===== config.mk =====
export PLATFORM = sky130hd
export DESIGN_NAME = ysyx_23060240_lsu_axi_master_flat
export DESIGN_NICKNAME = d
export VERILOG_FILES = /design/src/rtl/ysyx_23060240_lsu_axi_master_if.sv /design/src/rtl/ysyx_23060240_lsu_axi_master.sv /design/src/flat_wrapper.sv
export SDC_FILE = /design/constraint.sdc
export NUM_CORES = 1
export LEC_CHECK = 0
export CAP_MARGIN = 20
export CORE_AREA = 5 5 147 149
export DETAILED_ROUTE_END_ITERATION = 8
export DIE_AREA = 0 0 152 154
export SKIP_LAST_GASP = 1
export SLEW_MARGIN = 20
export SYNTH_ARGS = -nofsm -noshare
export SYNTH_HDL_FRONTEND = slang
export SYNTH_SLANG_ARGS = --single-unit

===== constraint.sdc =====
create_clock -name clk -period 2.39 [get_ports clk]
set_clock_uncertainty 0.1 [all_clocks]
set_input_delay 0.478 -clock clk [delete_from_list [all_inputs] [get_ports clk]]
set_output_delay 0.478 -clock clk [all_outputs]
set_load 0.05 [all_outputs]

===== src/rtl/ysyx_23060240_lsu_axi_master_if.sv =====
// LSU request/response channel plus AXI-lite data-side master port, bundled
// with a master view (the LSU bridge) and a slave view (LSU + memory side).
interface ysyx_23060240_lsu_axi_master_if;
  // LSU request / response
  logic        req_valid;
  logic        req_ready;
  logic        req_wen;
  logic [31:0] req_addr;
  logic [31:0] req_wdata;
  logic [7:0]  req_wmask;
  logic [1:0]  req_size;
  logic        req_unsigned;
  logic        resp_valid;
  logic [31:0] resp_rdata;

  // AXI-lite read channels
  logic [31:0] maxi_araddr;
  logic        maxi_arvalid;
  logic        maxi_arready;
  logic [31:0] maxi_rdata;
  logic        maxi_rvalid;
  logic        maxi_rready;

  // AXI-lite write channels and byte-mask side band
  logic [31:0] maxi_awaddr;
  logic        maxi_awvalid;
  logic        maxi_awready;
  logic [31:0] maxi_wdata;
  logic        maxi_wvalid;
  logic        maxi_wready;
  logic        maxi_bvalid;
  logic        maxi_bready;
  logic [7:0]  wmask;

  modport master (
    input  req_valid, req_wen, req_addr, req_wdata, req_wmask, req_size, req_unsigned,
    output req_ready, resp_valid, resp_rdata,
    output maxi_araddr, maxi_arvalid, input maxi_arready,
    input  maxi_rdata, maxi_rvalid, output maxi_rready,
    output maxi_awaddr, maxi_awvalid, input maxi_awready,
    output maxi_wdata, maxi_wvalid, input maxi_wready,
    input  maxi_bvalid, output maxi_bready,
    output wmask
  );

  modport slave (
    output req_valid, req_wen, req_addr, req_wdata, req_wmask, req_size, req_unsigned,
    input  req_ready, resp_valid, resp_rdata,
    input  maxi_araddr, maxi_arvalid, output maxi_arready,
    output maxi_rdata, maxi_rvalid, input maxi_rready,
    input  maxi_awaddr, maxi_awvalid, output maxi_awready,
    input  maxi_wdata, maxi_wvalid, output maxi_wready,
    output maxi_bvalid, input maxi_bready,
    input  wmask
  );
endinterface


===== src/rtl/ysyx_23060240_lsu_axi_master.sv =====
// AXI-lite master turning single LSU load/store requests into AR/R or AW/W/B
// transactions. Define LSU_LOAD_EXT_EN to lane-select and extend load data.
module ysyx_23060240_lsu_axi_master (
  input  logic                               clk,
  input  logic                               rst,
  ysyx_23060240_lsu_axi_master_if.master     bus
);

  localparam int unsigned AW = 32;
  localparam int unsigned DW = 32;
  localparam int unsigned MW = 8;
  localparam logic [AW-1:0] RESET_ADDR = 32'h8000_0000;

  typedef enum logic [2:0] {
    IDLE    = 3'd0,
    RD_ADDR = 3'd1,
    RD_DATA = 3'd2,
    WR_REQ  = 3'd3,
    WR_RESP = 3'd4
  } state_t;

  state_t state, state_n;

  logic aw_done, w_done;
  logic aw_done_n, w_done_n;

  logic accept, ar_hs, r_hs, aw_hs, w_hs, b_hs;

  logic          req_ready_d, arvalid_d, rready_d, awvalid_d, wvalid_d, bready_d, resp_valid_d;
  logic [DW-1:0] load_result_c;

  assign accept = bus.req_valid  && bus.req_ready;
  assign ar_hs  = bus.maxi_arvalid && bus.maxi_arready;
  assign r_hs   = bus.maxi_rvalid  && bus.maxi_rready;
  assign aw_hs  = bus.maxi_awvalid && bus.maxi_awready;
  assign w_hs   = bus.maxi_wvalid  && bus.maxi_wready;
  assign b_hs   = bus.maxi_bvalid  && bus.maxi_bready;

  // State register
  always_ff @(posedge clk) begin
    if (rst) begin
      state   <= IDLE;
      aw_done <= 1'b0;
      w_done  <= 1'b0;
    end else begin
      state   <= state_n;
      aw_done <= aw_done_n;
      w_done  <= w_done_n;
    end
  end

  // Next-state logic; AW and W completion tracked independently
  always_comb begin
    state_n   = state;
    aw_done_n = (state == WR_REQ) && (aw_done || aw_hs);
    w_done_n  = (state == WR_REQ) && (w_done  || w_hs);
    case (state)
      IDLE:    if (accept) state_n = bus.req_wen ? WR_REQ : RD_ADDR;
      RD_ADDR: if (ar_hs)  state_n = RD_DATA;
      RD_DATA: if (r_hs)   state_n = IDLE;
      WR_REQ:  if (aw_done_n && w_done_n) state_n = WR_RESP;
      WR_RESP: if (b_hs)   state_n = IDLE;
      default: state_n = IDLE;
    endcase
  end

  // Output decode: registered outputs follow the state being entered
  always_comb begin
    req_ready_d  = 1'b0;
    arvalid_d    = 1'b0;
    rready_d     = 1'b0;
    awvalid_d    = 1'b0;
    wvalid_d     = 1'b0;
    bready_d     = 1'b0;
    resp_valid_d = 1'b0;
    case (state_n)
      IDLE:    req_ready_d = 1'b1;
      RD_ADDR: arvalid_d   = 1'b1;
      RD_DATA: rready_d    = 1'b1;
      WR_REQ: begin
        awvalid_d = !aw_done_n;
        wvalid_d  = !w_done_n;
      end
      WR_RESP: bready_d    = 1'b1;
      default: req_ready_d = 1'b0;
    endcase
    resp_valid_d = ((state == RD_DATA) && r_hs) || ((state == WR_RESP) && b_hs);
  end

`ifdef LSU_LOAD_EXT_EN
  logic [1:0] size_q;
  logic       unsigned_q;
  logic [1:0] offset_q;
  logic [7:0]  lane_b;
  logic [15:0] lane_h;

  always_ff @(posedge clk) begin
    if (rst) begin
      size_q     <= 2'd0;
      unsigned_q <= 1'b0;
      offset_q   <= 2'd0;
    end else if (accept && !bus.req_wen) begin
      size_q     <= bus.req_size;
      unsigned_q <= bus.req_unsigned;
      offset_q   <= bus.req_addr[1:0];
    end
  end

  // Lane select by latched offset, then sign/zero extend
  always_comb begin
    lane_b = bus.maxi_rdata[8*offset_q +: 8];
    lane_h = offset_q[1] ? bus.maxi_rdata[31:16] : bus.maxi_rdata[15:0];
    case (size_q)
      2'd0:    load_result_c = unsigned_q ? {24'd0, lane_b} : {{24{lane_b[7]}}, lane_b};
      2'd1:    load_result_c = unsigned_q ? {16'd0, lane_h} : {{16{lane_h[15]}}, lane_h};
      default: load_result_c = bus.maxi_rdata;
    endcase
  end
`else
  logic unused_ext;
  assign unused_ext    = ^{bus.req_size, bus.req_unsigned};
  assign load_result_c = bus.maxi_rdata;
`endif

  // Output and payload registers
  always_ff @(posedge clk) begin
    if (rst) begin
      bus.req_ready    <= 1'b1;
      bus.maxi_arvalid <= 1'b0;
      bus.maxi_rready  <= 1'b0;
      bus.maxi_awvalid <= 1'b0;
      bus.maxi_wvalid  <= 1'b0;
      bus.maxi_bready  <= 1'b0;
      bus.resp_valid   <= 1'b0;
      bus.resp_rdata   <= '0;
      bus.maxi_araddr  <= RESET_ADDR;
      bus.maxi_awaddr  <= RESET_ADDR;
      bus.maxi_wdata   <= '0;
      bus.wmask        <= MW'(0);
    end else begin
      bus.req_ready    <= req_ready_d;
      bus.maxi_arvalid <= arvalid_d;
      bus.maxi_rready  <= rready_d;
      bus.maxi_awvalid <= awvalid_d;
      bus.maxi_wvalid  <= wvalid_d;
      bus.maxi_bready  <= bready_d;
      bus.resp_valid   <= resp_valid_d;
      if (accept) begin
        if (bus.req_wen) begin
          bus.maxi_awaddr <= bus.req_addr;
          bus.maxi_wdata  <= bus.req_wdata;
          bus.wmask       <= bus.req_wmask;
        end else begin
          bus.maxi_araddr <= bus.req_addr;
        end
      end
      if ((state == RD_DATA) && r_hs) bus.resp_rdata <= load_result_c;
    end
  end

endmodule


===== src/flat_wrapper.sv =====
// flat-port wrapper written by rule: the top's interface ports become plain ports
module ysyx_23060240_lsu_axi_master_flat 
  (clk, rst, bus_req_valid, bus_req_wen, bus_req_addr, bus_req_wdata, bus_req_wmask, bus_req_size, bus_req_unsigned, bus_req_ready, bus_resp_valid, bus_resp_rdata, bus_maxi_araddr, bus_maxi_arvalid, bus_maxi_arready, bus_maxi_rdata, bus_maxi_rvalid, bus_maxi_rready, bus_maxi_awaddr, bus_maxi_awvalid, bus_maxi_awready, bus_maxi_wdata, bus_maxi_wvalid, bus_maxi_wready, bus_maxi_bvalid, bus_maxi_bready, bus_wmask);
  ysyx_23060240_lsu_axi_master_if bus_i ();
  input  logic clk;
  input  logic rst;
  input wire logic [$bits(bus_i.req_valid)-1:0] bus_req_valid;
  input wire logic [$bits(bus_i.req_wen)-1:0] bus_req_wen;
  input wire logic [$bits(bus_i.req_addr)-1:0] bus_req_addr;
  input wire logic [$bits(bus_i.req_wdata)-1:0] bus_req_wdata;
  input wire logic [$bits(bus_i.req_wmask)-1:0] bus_req_wmask;
  input wire logic [$bits(bus_i.req_size)-1:0] bus_req_size;
  input wire logic [$bits(bus_i.req_unsigned)-1:0] bus_req_unsigned;
  output wire logic [$bits(bus_i.req_ready)-1:0] bus_req_ready;
  output wire logic [$bits(bus_i.resp_valid)-1:0] bus_resp_valid;
  output wire logic [$bits(bus_i.resp_rdata)-1:0] bus_resp_rdata;
  output wire logic [$bits(bus_i.maxi_araddr)-1:0] bus_maxi_araddr;
  output wire logic [$bits(bus_i.maxi_arvalid)-1:0] bus_maxi_arvalid;
  input wire logic [$bits(bus_i.maxi_arready)-1:0] bus_maxi_arready;
  input wire logic [$bits(bus_i.maxi_rdata)-1:0] bus_maxi_rdata;
  input wire logic [$bits(bus_i.maxi_rvalid)-1:0] bus_maxi_rvalid;
  output wire logic [$bits(bus_i.maxi_rready)-1:0] bus_maxi_rready;
  output wire logic [$bits(bus_i.maxi_awaddr)-1:0] bus_maxi_awaddr;
  output wire logic [$bits(bus_i.maxi_awvalid)-1:0] bus_maxi_awvalid;
  input wire logic [$bits(bus_i.maxi_awready)-1:0] bus_maxi_awready;
  output wire logic [$bits(bus_i.maxi_wdata)-1:0] bus_maxi_wdata;
  output wire logic [$bits(bus_i.maxi_wvalid)-1:0] bus_maxi_wvalid;
  input wire logic [$bits(bus_i.maxi_wready)-1:0] bus_maxi_wready;
  input wire logic [$bits(bus_i.maxi_bvalid)-1:0] bus_maxi_bvalid;
  output wire logic [$bits(bus_i.maxi_bready)-1:0] bus_maxi_bready;
  output wire logic [$bits(bus_i.wmask)-1:0] bus_wmask;
  assign bus_i.req_valid = bus_req_valid;
  assign bus_i.req_wen = bus_req_wen;
  assign bus_i.req_addr = bus_req_addr;
  assign bus_i.req_wdata = bus_req_wdata;
  assign bus_i.req_wmask = bus_req_wmask;
  assign bus_i.req_size = bus_req_size;
  assign bus_i.req_unsigned = bus_req_unsigned;
  assign bus_req_ready = bus_i.req_ready;
  assign bus_resp_valid = bus_i.resp_valid;
  assign bus_resp_rdata = bus_i.resp_rdata;
  assign bus_maxi_araddr = bus_i.maxi_araddr;
  assign bus_maxi_arvalid = bus_i.maxi_arvalid;
  assign bus_i.maxi_arready = bus_maxi_arready;
  assign bus_i.maxi_rdata = bus_maxi_rdata;
  assign bus_i.maxi_rvalid = bus_maxi_rvalid;
  assign bus_maxi_rready = bus_i.maxi_rready;
  assign bus_maxi_awaddr = bus_i.maxi_awaddr;
  assign bus_maxi_awvalid = bus_i.maxi_awvalid;
  assign bus_i.maxi_awready = bus_maxi_awready;
  assign bus_maxi_wdata = bus_i.maxi_wdata;
  assign bus_maxi_wvalid = bus_i.maxi_wvalid;
  assign bus_i.maxi_wready = bus_maxi_wready;
  assign bus_i.maxi_bvalid = bus_maxi_bvalid;
  assign bus_maxi_bready = bus_i.maxi_bready;
  assign bus_wmask = bus_i.wmask;
  ysyx_23060240_lsu_axi_master u_core (.clk(clk), .rst(rst), .bus(bus_i));
endmodule

==> results.txt <==
Tmin final: 2.26 ns
Top Ports: 259
DRC Markers: 0
Critical path launch point type: flop
Leakage: 2.96 nW
Power density over cell area: 863 nW/um^2
Actual slew at the worst max-slew pin: 0.792 ns
Initial antenna violation count: 0
Post-synthesis register bit count: 148
Combinational power share: 0.264
Synth Area per Inst: 7.98 um^2
Ranking of synthesized cells by area: dfxtp_1, nand2_1, a21oi_1
Crit path capture type: output pin
Post-Place Setup Slack: 0.155 ns
Crit Path Category: reg -> out
Starting Density: 0.257
H-tree levels: 4
Worst path required time: 1.81 ns
Syn_nets: 762
Setup TNS Final: 0 ns
Final Routed Wirelength: 17100 um
Final Hold Viols: 0
Clock power share: 0.358
Type of the worst min-delay path: in -> reg
Layout net count: 1002
Sw Pwr: 2.46 mW
Worst setup margin: 0.131 ns
Core ar.: 20000 um^2
Maximum clock rate: 443 MHz
Synthesis-to-finish area growth: 66.6%
Internal: 4.94 mW
Sw Ratio: 0.333
First-pass DRT Iterations: 4
DRT iter0 DRCs: 218
Worst vdd ir: 496 uV
Overall routing resource usage: 0.143
Worst-path cell chain: clkdlybuf4s50_1
Routed wire per std cell: 14.7 um
WP data arrival: 1.68 ns
Number of library cell types mapped by synthesis: 34
Vias in the first global route: 4896
Width of the die: 152 um
Slew headroom: 0.472
CP max stage delay: 0.85 ns
Largest net degree at the start of global routing: 73
Period utilisation layout: 0.945
CTS tree: yes
Mapped cell area: 5150 um^2
Via count: 5040
Root Buffer: clkbuf_16
I/O Buffers: 255
Max_cap viols: 0
GRT Residual Overflow: 0
CP top delay family: buffers and inverters
CTS-repair resized insts: 0
CTS Buf Count: 17
First-pass GRT wire length: 27200 um
RSZ-0062 raised after global routing: no
Die H: 154 um
Setup violators final: 0
HPWL Detailed: 11800 um
Worst-Skew Late Latency: 0.42 ns
Slowest CP cell: clkdlybuf4s50_1
Outcome: complete, no violations
Yosys warns: 0
Fraction of layout cells with a size suffix above 1: 0.0612
Longest Clk Path Bufs: 2
Number of post-CTS setup repair buffers: 0
DRT antenna net count: 0
Worst-path clk slew: 0.07 ns
Die Area: 23400 um^2
Clk sink count: 148
Sequential share of power: 0.378
RePlAce Congestion: 0.733
Maximum fanout along the worst path: 5
Largest area contributor in the netlist: dfxtp_1
Max-slew violation count: 0
Mapped Cells: 646
Antenna Cells: 0
Top cell type's share of synthesized area: 0.575
Cts hold-fix bufs: 0
Worst Path Buf+Inv: 1
Sequential fraction of the synthesis area: 0.575
Routed vias/inst: 4.31
Site row count: 52
[power by group through the flow]
| stage | Clock (mW) | Combinational [mW] | Sequential (mW) |
|---|---|---|---|
| 6_report | 2.65 | 1.96 | 2.80 |
| 2_1_floorplan | 0 | 0.500 | 3.53 |
| 3_3_place_gp | 0 | 1.98 | 2.85 |
| 3_5_place_dp | 0 | 1.98 | 2.86 |
| 4_1_cts | 2.76 | 1.99 | 2.80 |
| 5_1_grt | 2.85 | 2.08 | 2.83 |
[cell families after synthesis]
| logic type | count (synthesis) | synth area share |
|---|---|---|
| flops | 148 | 0.575 |
| compound gates | 150 | 0.155 |
| simple gates | 300 | 0.230 |
| buf+inv | 48 | 0.0396 |
[cell type report]
cell class,count,area [um^2]
clock buffers,19,443
clock inverters,13,133
inverters,2,7.51
well taps,270,338
repair buffers,267,2700
fillers,2070,11500
flip-flops and latches,148,2960
multi-input cells,450,2000
[cells in the final DEF, fill, tap and decap left out, types with 4 or more instances in the layout]
cell type / Yosys / layout
nand2_1: 276 / 276
clkdlybuf4s50_1: 0 / 254
dfxtp_1: 148 / 148
a21oi_1: 139 / 139
clkbuf_16: 0 / 17
buf_4: 1 / 8
clkinv_2: 0 / 5
buf_12: 0 / 5
nor3_1: 4 / 4
clkinvlp_4: 0 / 4
[layer usage]
metal	track usage	wire length (um)	up-vias
met5	0	0	-
met4	0.0539	284	0
met3	0.0554	1350	20
met2	0.229	7840	181
met1	0.176	7660	2265
li1	-	-	2574
[cells in the mapped netlist (all sizes together)]
master / n
a211o: 1
a21boi: 1
a21oi: 139
a221oi: 2
and2: 1
and3: 1
and3b: 1
buf: 14
clkbuf: 32
dfxtp: 148
inv: 2
nand2: 277
nand2b: 1
nand3: 1
nand3b: 2
nand4b: 1
nor2: 4
nor3: 5
nor4: 2
o2111ai: 1
o211ai: 1
o21a: 1
o21ai: 2
o22ai: 1
o41a: 1
or2: 2
or3: 1
or4: 1
[registers in the layout (all words and copies together) (netlist names)]
| signal | cells |
|---|---|
| u_core.bus.maxi_araddr | 32 |
| u_core.bus.maxi_wdata | 32 |
| u_core.state | 3 |
| u_core.bus.req_ready | 1 |
| u_core.bus.maxi_arvalid | 1 |
| u_core.bus.maxi_wvalid | 1 |
| u_core.bus.maxi_awvalid | 1 |
| u_core.aw_done | 1 |
| u_core.bus.wmask | 8 |
| u_core.bus.maxi_rready | 1 |
| u_core.bus.maxi_awaddr | 32 |
| u_core.bus.maxi_bready | 1 |
| u_core.bus.resp_valid | 1 |
| u_core.w_done | 1 |
| u_core.bus.resp_rdata | 32 |
[stage by stage]
step / std cells / cell area (um^2) / hold slack, ns / utilization / power, mW
2_1_floorplan: 646 / 5150 / 0.397 / - / 4.03
3_3_place_gp: 1137 / 8010 / 0.341 / 0.400 / 4.83
3_5_place_dp: 1137 / 8010 / 0.345 / 0.400 / 4.84
4_1_cts: 1169 / 8580 / 0.192 / 0.428 / 7.55
5_1_grt: 1169 / 8580 / 0.202 / 0.428 / 7.76
6_report: 1169 / 8580 / 0.212 / 0.428 / 7.41
[path summary, 6_finish.rpt]
check	from	endpoint	slack [ns]	depth (start not counted)
max reg2reg	u_core.state[2]	u_core.bus.req_ready	0.72	3
min reg2reg	u_core.bus.maxi_araddr[13]	u_core.bus.maxi_araddr[13]	0.35	2
max	u_core.bus.req_ready	bus_req_ready	0.13	1
min	rst	u_core.w_done	0.21	2
(Power assumes the default switching activity.)
==> RTL change 1: new RTL, config.mk and constraints unchanged <==
Add a define of `LSU_LOAD_EXT_EN`.
--- a/src/rtl/ysyx_23060240_lsu_axi_master.sv
+++ b/src/rtl/ysyx_23060240_lsu_axi_master.sv
@@ -1,5 +1,7 @@
 // AXI-lite master turning single LSU load/store requests into AR/R or AW/W/B
 // transactions. Define LSU_LOAD_EXT_EN to lane-select and extend load data.
+`define LSU_LOAD_EXT_EN
+
 module ysyx_23060240_lsu_axi_master (
   input  logic                               clk,
   input  logic                               rst,
Function: changed (Yosys sat finds a counterexample within 4 cycles, from zero or initial values and one cycle with rst high).
==> RTL change 1 against the unedited design <==
  * Sequential cell count is 3 higher
  * Routed wire length is 18% higher
  * Setup slack better by 0.017 ns
  * Cell area increased by 9.1%
  * Count of clock-buffer cells in the layout decreased by 2
  * Die area unchanged
  * Power down 9.0%
  * Clock power shrank 3%
  * Synthesized area up 15%
  * Via count is 15% higher
  * Critical path depth did not move
  * Critical endpoint unchanged
  * Highest routed layer unchanged
==> RTL change 1: results (changes against the unedited design) <==
metric,value,unit,change
outcome,completed,,
Vias/cell,4.68,,+8.5%
vias,5775,,+15%
PortBufs,258,,+1.2%
Slew @ Worst Pin,0.808,ns,+0.0165 ns
comb pwr,1430,uW,-27%
most frequent cells after synthesis,"nand2_1, dfxtp_1, a21oi_1",,
leakage power,0.00326,uW,+10%
Placed Area,0.00880,mm^2,+9.9%
fill count,2021,,-2.4%
post-synth cell types,49,,+44%
hold slack,0.338,ns,+0.125 ns
crit path DAT,1.66,ns,-0.02 ns
placed cell count,1202,,+5.7%
WHS Endpoint,u_core.bus.maxi_wdata[8]$_SDFFE_PP0P_,,
largest net degree at the start of global routing,74,,+1.4%
P_sw,2160,uW,-12%
critical path's largest stage delay,0.83,ns,-0.02 ns
gpl congestion,0.812,,+11%
detailed placement HPWL,14.3,mm,+22%
Synth area leaders,"dfxtp_1, nand2_1, a21oi_1",,
post-synthesis mux area share,2.85,%,+2.8 points
fin nets,1067,,+6.5%
sequential share of the synthesized area,50.9,%,-6.6 points
vias in the first global route,5642,,+15%
Initial DRC Count,265,,+22%
Seq pwr share,40.6,%,+2.8 points
drt pass-1 iters,5,,+1
GRT Total Usage,16.9,%,+2.5 points
Reg2Reg Setup Slack,0.51,ns,-0.21 ns
first-pass GRT wire length,31.9,mm,+17%
Mapped Nets,832,,+9.2%
-- RTL change 1: per-stage QoR --
stage / setup WS, ns / util (%)
after floorplan: 0.377 / -
after global placement: 0.155 / 43.9
after detailed placement: 0.126 / 43.9
after CTS: 0.0708 / 46.7
after global routing: 0.0803 / 46.7
final: 0.149 / 46.7
-- RTL change 1: final cells by class --
cell class | count | area share (%)
clock inverter | 15 | 1.43
tap | 270 | 3.61
multi-input combinational | 500 | 28.0
sequential | 151 | 32.3
inverter | 9 | 0.361
clock buffer | 17 | 4.54
timing repair buffer | 272 | 29.7
-- RTL change 1: what timing repair did --
item                                   in CTS  in global routing
endpoints found under the hold margin       0                  0
setup endpoints to repair                   0                  1
resized for setup                           0                  1
-- RTL change 1: metal layers --
layer / wire [um] / GRT usage [%] / up-vias / part of all wire, %
met3: 1670 / 7.14 / 29 / 8.3
met5: 0 / 0 / - / 0
met2: 9290 / 26.3 / 203 / 46
li1: - / - / 2896 / -
met1: 8770 / 20.9 / 2647 / 43
met4: 435 / 5.99 / 0 / 2.2
==> RTL change 2: new RTL, same flow settings <==
Made on the original files. Encoding of `state_t`: now one-hot (5 bits for 5 states).
--- a/src/rtl/ysyx_23060240_lsu_axi_master.sv
+++ b/src/rtl/ysyx_23060240_lsu_axi_master.sv
@@ -11,12 +11,12 @@
   localparam int unsigned MW = 8;
   localparam logic [AW-1:0] RESET_ADDR = 32'h8000_0000;
 
-  typedef enum logic [2:0] {
-    IDLE    = 3'd0,
-    RD_ADDR = 3'd1,
-    RD_DATA = 3'd2,
-    WR_REQ  = 3'd3,
-    WR_RESP = 3'd4
+  typedef enum logic [4:0] {
+    IDLE    = 5'b00001,
+    RD_ADDR = 5'b00010,
+    RD_DATA = 5'b00100,
+    WR_REQ  = 5'b01000,
+    WR_RESP = 5'b10000
   } state_t;
 
   state_t state, state_n;
Formal check against the unedited RTL: same outputs for any inputs over 4 cycles, from zero or initial values and one cycle with rst high; so few cycles prove little.
==> RTL change 2 against the unedited design <==
  * Setup slack better by 0.046 ns
  * Maximum frequency rose by 2.1%
  * Critical path type unchanged
  * Largest power group unchanged
  * Routed wire length increased by 2.2%
  * Synthesized area rose by 2.8%
  * Sequential cell count rose by 2
  * Cell area increased by 1.5%
  * Combinational power fell by 45%
  * Sequential share of layout area is essentially flat
  * Power down 15%
==> RTL change 2: results (changes against the unedited design) <==
metric,value,unit,change
DRT Wirelength,17.5,mm,+2.2%
placed cell count,1153,,+1.4%
Synth area leaders,"dfxtp_1, nand2_1, a21oi_1",,
largest net degree at the start of global routing,141,,+93%
Vias/cell,4.33,,+0.49%
crit path DAT,1.63,ns,-0.05 ns
Placed Area,0.00816,mm^2,+1.8%
r2r startpoint,u_core.state[0]$_SDFF_PP1_,,
Reg2Reg Setup Slack,0.47,ns,-0.25 ns
WHS Endpoint,u_core.state[0]$_SDFF_PP1_,,
synthesis warning total,0,,unchanged
met2 WL post-DR,8.37,mm,+6.8%
most frequent cells after synthesis,"nand2_1, dfxtp_1, a21oi_1",,
min-delay src,rst,,
hold depth,3,,+1
RR Endpoint,u_core.bus.resp_rdata[12]$_SDFFE_PP0P_,,
layout cells sized above 1,5.46,%,-0.65 points
drt pass-1 iters,7,,+3
CP max FO,3,,-2
power per cell area,722,mW/mm^2,-16%
"Async S/R FF share, synth",0,%,unchanged
post-synth cell types,35,,+2.9%
Worst setup endpoint,bus_maxi_arvalid,,
Top delay family on crit path,buffers and inverters,,
synthesized instance count,663,,+2.6%
gpl congestion,0.749,,+2.3%
Metal-1 WL,7.45,mm,-2.8%
sequential share of the synthesized area,56.7,%,-0.83 points
vias in the first global route,4880,,-0.33%
vias,5134,,+1.9%
P_sw,1780,uW,-28%
metal3 WL,1.41,mm,+4.5%
complex-gate fraction of the synthesized area,14.8,%,-0.71 points
Peak VDD IR,0.444,mV,-10%
Slew HR,56.5,%,+9.3 points
Mapped Nets,779,,+2.2%
Seq pwr share,42.5,%,+4.7 points
Critical Path Source,u_core.bus.maxi_arvalid$_SDFF_PP0_,,
leakage power,0.00303,uW,+2.7%
GRT Total Usage,14.6,%,+0.22 points
first-pass GRT wire length,27.4,mm,+0.71%
worst reg-to-reg path cell count,5,,+2
detailed placement HPWL,12.0,mm,+2.1%
fin nets,1018,,+1.6%
outcome,completed,,
PostCTS Resize Cnt,0,,unchanged
## RTL change 2: through the flow
stage | hold slack [ns] | setup slack [ns] | utilization, %
after floorplan | 0.428 | 0.608 | -
after global routing | 0.336 | 0.0895 | 43.5
after global placement | 0.340 | 0.236 | 40.7
final | 0.321 | 0.178 | 43.5
after detailed placement | 0.346 | 0.195 | 40.7
after CTS | 0.307 | 0.120 | 43.5
## RTL change 2: final cells by class
cell class,count,area (um^2)
clock buffer,21,450
clock inverter,11,103
fill,2054,11300
inverter,1,3.75
multi-input combinational,465,2090
sequential,150,3000
tap,270,338
timing repair buffer,267,2730
## RTL change 2: per-layer routing
layer	global-route usage, %	up-vias
li1	-	2637
met1	17.3	2300
met2	24.1	178
met3	5.87	19
met4	4.71	0
met5	0	-
## RTL change 2: worst min-delay path, cell delays in order
cell and delay, ns:
buf_4 0.10, inv_1 0.13, nand2b_1 0.10
